==> src/rtl/ifetch_pkg.sv <==
// ifetch_pkg: fetch-stage state encoding, ecall opcode and service codes
package ifetch_pkg;
  typedef enum logic [1:0] {RUN = 2'd0, WAIT = 2'd1, HALT = 2'd2} state_t;
  localparam logic [31:0] ECALL_INSTR = 32'h0000_0073;
  localparam logic [31:0] SVC_READ_INT = 32'd5;
  localparam logic [31:0] SVC_EXIT = 32'd10;
endpackage

==> src/rtl/edge_sync.sv <==
// edge_sync: 2-flop synchronizer with rising-edge pulse, sync active-low reset
module edge_sync (
  input  logic clk,
  input  logic reset,
  input  logic d,
  output logic pulse
);
  logic [2:0] s;
  always_ff @(posedge clk) s <= !reset ? 3'b000 : {s[1:0], d};
  assign pulse = s[1] & ~s[2];
endmodule

==> src/rtl/ifetch_unit.sv <==
// ifetch_unit: PC, ROM addressing, next-PC select and ecall wait/halt sequencing
// Optional retire counter output enabled by IFETCH_RETIRE_CNT_EN.
module ifetch_unit
  import ifetch_pkg::*;
#(
  parameter logic [31:0] PC_RESET = 32'h0000_0000,
  parameter int ADDR_W = 14
) (
  input  logic              clk,
  input  logic              reset,
  output logic [ADDR_W-1:0] imem_addr,
  input  logic [31:0]       imem_rdata,
  output logic [31:0]       instruction,
  output logic [31:0]       pc,
  output logic [31:0]       pc_plus4,
  input  logic              branch_taken,
  input  logic              jal,
  input  logic              jalr,
  input  logic [31:0]       imm32,
  input  logic [31:0]       rs1_data,
  input  logic [31:0]       a7,
  input  logic              io_ack,
  output logic              io_wait,
  output logic              stall,
  output logic              ecall_done,
  output logic              halted
`ifdef IFETCH_RETIRE_CNT_EN
  , output logic [31:0]     retire_cnt
`endif
);
  state_t state, state_n;
  logic [31:0] pc_n;
  logic ack_pulse, is_ecall;
  edge_sync u_ack (.clk(clk), .reset(reset), .d(io_ack), .pulse(ack_pulse));
  assign instruction = imem_rdata;
  assign pc_plus4 = pc + 32'd4;
  assign is_ecall = imem_rdata == ECALL_INSTR;
  // ROM registers the address on the same edge pc updates, so instruction tracks pc
  assign imem_addr = reset ? pc_n[ADDR_W+1:2] : PC_RESET[ADDR_W+1:2];
  always_ff @(posedge clk) begin
    state <= !reset ? RUN : state_n;
    pc <= !reset ? PC_RESET : pc_n;
  end
  always_comb begin
    state_n = state;
    pc_n = pc_plus4;
    io_wait = 1'b0;
    stall = 1'b0;
    ecall_done = 1'b0;
    halted = 1'b0;
    case (state)
      RUN: begin
        if (jalr) pc_n = (rs1_data + imm32) & ~32'h1;
        else if (jal || branch_taken) pc_n = pc + imm32;
        else if (is_ecall && (a7 == SVC_READ_INT || a7 == SVC_EXIT)) begin
          pc_n = pc;
          state_n = a7 == SVC_EXIT ? HALT : WAIT;
        end
      end
      WAIT: begin
        io_wait = 1'b1;
        stall = 1'b1;
        ecall_done = ack_pulse;
        pc_n = ack_pulse ? pc_plus4 : pc;
        state_n = ack_pulse ? RUN : WAIT;
      end
      HALT: begin
        stall = 1'b1;
        halted = 1'b1;
        pc_n = pc;
      end
      default: state_n = RUN;
    endcase
  end
`ifdef IFETCH_RETIRE_CNT_EN
  always_ff @(posedge clk)
    retire_cnt <= !reset ? 32'd0 :
                  ((state == RUN && state_n == RUN) || ecall_done) ? retire_cnt + 32'd1 : retire_cnt;
`endif
endmodule

==> config.mk <==
export PLATFORM = sky130hd
export DESIGN_NAME = ifetch_unit
export DESIGN_NICKNAME = d
export VERILOG_FILES = /design/src/rtl/ifetch_pkg.sv /design/src/rtl/edge_sync.sv /design/src/rtl/ifetch_unit.sv
export SDC_FILE = /design/constraint.sdc
export NUM_CORES = 1
export LEC_CHECK = 0
export ABC_AREA = 1
export CAP_MARGIN = 5
export CORE_MARGIN = 10
export CORE_UTILIZATION = 40
export DETAILED_ROUTE_END_ITERATION = 7
export HOLD_SLACK_MARGIN = 0.06
export MAX_ROUTING_LAYER = met4
export PLACE_DENSITY = 0.81
export SLEW_MARGIN = 20
export SYNTH_ARGS = -nofsm -noshare
export SYNTH_HDL_FRONTEND = slang
export SYNTH_SLANG_ARGS = --single-unit
export TNS_END_PERCENT = 100
==> constraint.sdc <==
create_clock -name clk -period 4.46 [get_ports clk]
set_input_delay 1.115 -clock clk [delete_from_list [all_inputs] [get_ports clk]]
set_output_delay 1.115 -clock clk [all_outputs]
set_load 0.02 [all_outputs]
==> flow_summary.ini <==
[routing]
wl_um = 42200
routed.top_layer = met4
wl_met3_um = 3720
routed_via_density = 5.31
drt_iter0_drc = 1207
firstDrtPassIters = 8
drc_errors = 0
num_vias = 12100
wl_met2_um = 20000
ant_nets = 0
wl_per_cell_um = 18.5
routedLengthMet1_um = 17500

[critical_path]
path_common_cell = nand2_1
required_ps = 3350
arrival_ps = 3310
r2r-end = pc[21]$_SDFFE_PN0P_
slowest_stage = ha_4
cpPeakStageDelay_ps = 380
critPathCaptureType = output port
r2r_slack_ps = 1840
start_kind = primary input
timing_worst_setup_path_type = primary input to output port
r2r_cells = 11
crit_chain = clkdlybuf4s15_1, ha_4, nand2_1, nand2_1, inv_2, o21ai_2, inv_1, nand3_1, nand2_1, nand3_1, nand2_1, inv_1, nand2_1, nand2_1, nand2_1, a21oi_2, buf_6
cp_max_fo = 4
rr_startpoint = state[1]$_SDFFE_PN0P_
startpoint = imm32[6]
crit_path_end = imem_addr[7]

[flow_run]
max_cap_viol_count = 0

[yosys]
syn_area_per_cell_sq_um = 5.22
synth_ff_type = dfxtp_1
yosys.cell_count.top_type = nand2_1
syn_inst = 1635
synth_top_area_share_pct = 23.5
async_reset_ff_share_pct = 0
synth_nets = 1837
synth_cell_types = 48
ys_seq_elements = 37
synth-seq-area-share_pct = 8.67
ys_top_cells_by_area = nand2_1, inv_1, ha_1
synthesis.area_sq_um = 8540
yosys_warnings = 0
yosysTopAreaCell = nand2_1
synth_commonest_cells = nand2_1, inv_1, nor2_1
synth_edf_count = 0

[pwr]
p_int_uw = 1490
p_sw_uw = 1400
swShare_pct = 48.4
comb_power_share_pct = 70.2
peakVddDrop_uv = 132
leakagePower_uw = 0.00663
seq_power_share_pct = 16.6
power_density_nw_per_um2 = 222
p_clk_share_pct = 13.2

[timing]
whs_ps = 430
rsz0062_at_grt = yes
setup_tns_ps = 0
max_freq_mhz = 226
setup_viol = 0
hold_violations = 0
slew_violations = 0
skew_ps = 4.03
post-route-period-util_pct = 99.3
worst_pin_slew_ps = 613
min_period_ps = 4430
relSlewSlack_pct = 59.1
finalWorstSetupSlack_ps = 31.8

[layout]
diodes = 0
multi_input_area_sq_um = 7050
finalNetCount = 2204
syn2layout_area_growth_pct = 52.6
drive_above_1_share_pct = 17.5
instances_no_fill = 2278
fillCellCount = 2069
seq_area_sq_um = 741
finish.utilization_pct = 62.0

[grt]
gr-usage-all-layers_pct = 28.7
grt_start_max_net_pins = 29
grt_pass1_wl_um = 63000
antenna_found_initial = 0
first_global_vias = 11300
gr-total-overflow = 0

[die]
die_w_um = 166
rows = 53
initial_core_util_pct = 40.6
dieArea_sq_um = 27600
die_y_um = 166
io_pins = 248
core-area_sq_um = 21000

[place]
io_buffers = 247
dp_cells = 2263
routabilityCongestion = 1.04
hpwl_um = 35400
dpl_worst_slack_ps = -914

[clocking]
insertion_delay_ps = 290
clkTransAtPathRegs_ps = 60
clock_path_buffers = 2
cts_tree = done
cts_sinks = 37
root_buffer = clkbuf_16
cts_max_level = 2
numCtsBuffers = 5
hold_buffers = 0

[run_status]
status = finished clean

[hold_path]
hp-class = register to register
## state kept, by name, summed over array words and instances (netlist names)
name	cells
state	2
pc	32
u_ack.s	3
## cells in the final DEF (no fill, tap or decap), drive strengths merged
cell / n
a21oi: 143
xor2: 18
nor2: 194
nor3: 29
o21ai: 78
nand2: 536
and2: 3
or2: 9
clkdlybuf4s15: 2
ha: 66
nor3b: 3
dfxtp: 37
clkinv: 3
o21a: 2
buf: 186
nand3b: 6
nor4: 3
nand3: 138
o21bai: 9
and3: 1
fa: 2
a211oi: 1
o211ai: 4
o32ai: 5
dlygate4sd2: 5
clkdlybuf4s50: 195
inv: 248
xnor2: 7
dlymetal6s2s: 22
clkbuf: 17
nand4: 23
a21o: 7
o22ai: 1
## how the worst min path moves through the flow
stage / startpoint / to / slack [ps] / cells past startpoint
after floorplan: u_ack.s[0]$_SDFF_PN0_ / u_ack.s[1]$_SDFF_PN0_ / 390 / 2
after detailed placement: u_ack.s[0]$_SDFF_PN0_ / u_ack.s[1]$_SDFF_PN0_ / 410 / 2
after CTS: u_ack.s[0]$_SDFF_PN0_ / u_ack.s[1]$_SDFF_PN0_ / 430 / 2
after global routing: u_ack.s[1]$_SDFF_PN0_ / u_ack.s[2]$_SDFF_PN0_ / 450 / 2
after global placement: u_ack.s[0]$_SDFF_PN0_ / u_ack.s[1]$_SDFF_PN0_ / 400 / 2
final: u_ack.s[0]$_SDFF_PN0_ / u_ack.s[1]$_SDFF_PN0_ / 430 / 2
## per-layer routing
metal  global-route usage (%)  vias up
met1                     36.0     5536
met2                     47.6      542
met4                     6.55        0
li1                         -     5945
met5                        -        -
met3                     4.26       62
## critical path: cells and delay by family
family          cells  cell delay, ps
simple gates        9             680
buf+inv             5             730
compound gates      2             410
fa+ha+maj           1             380
## metrics by stage
| step | power [uW] | cell area, sq um |
|---|---|---|
| floorplan | 1450 | 8540 |
| global placement | 2340 | 12300 |
| detailed placement | 2350 | 12300 |
| CTS | 2760 | 12600 |
| global route | 3070 | 13000 |
| finish | 2890 | 13000 |
## timing repair
action | CTS | global route
resized for setup | 116 | 145
endpoints found under the setup margin | 14 | 14
cloned | 0 | 0
pin swaps | 9 | 37
setup buffers | 4 | 3
## power by group through the flow
stage / combinational [uW] / clock, uW / sequential (uW)
after global placement: 1870 / 0 / 471
after detailed placement: 1880 / 0 / 471
after floorplan: 963 / 0 / 482
after global routing: 2190 / 400 / 479
after CTS: 1910 / 382 / 466
final: 2030 / 383 / 478
## final cells by class
| class | instances | area share, % |
|---|---|---|
| clock inverter | 1 | 0.0384 |
| inverter | 250 | 7.22 |
| sequential | 37 | 5.68 |
| timing repair buffer | 420 | 29.2 |
| clock buffer | 7 | 1.17 |
| tap | 275 | 2.64 |
| multi-input combinational | 1288 | 54.1 |
## kinds of logic after synthesis
family	Yosys count	synth area share [%]
buffers and inverters	310	15.5
xor gates and xnor gates	25	2.74
AOI/OAI and AO/OA	250	15.9
DFF	37	8.67
and+or+nand+nor	945	47.1
adders and majority gates	68	10.1
Note: power is estimated with default switching activity, not from simulation.
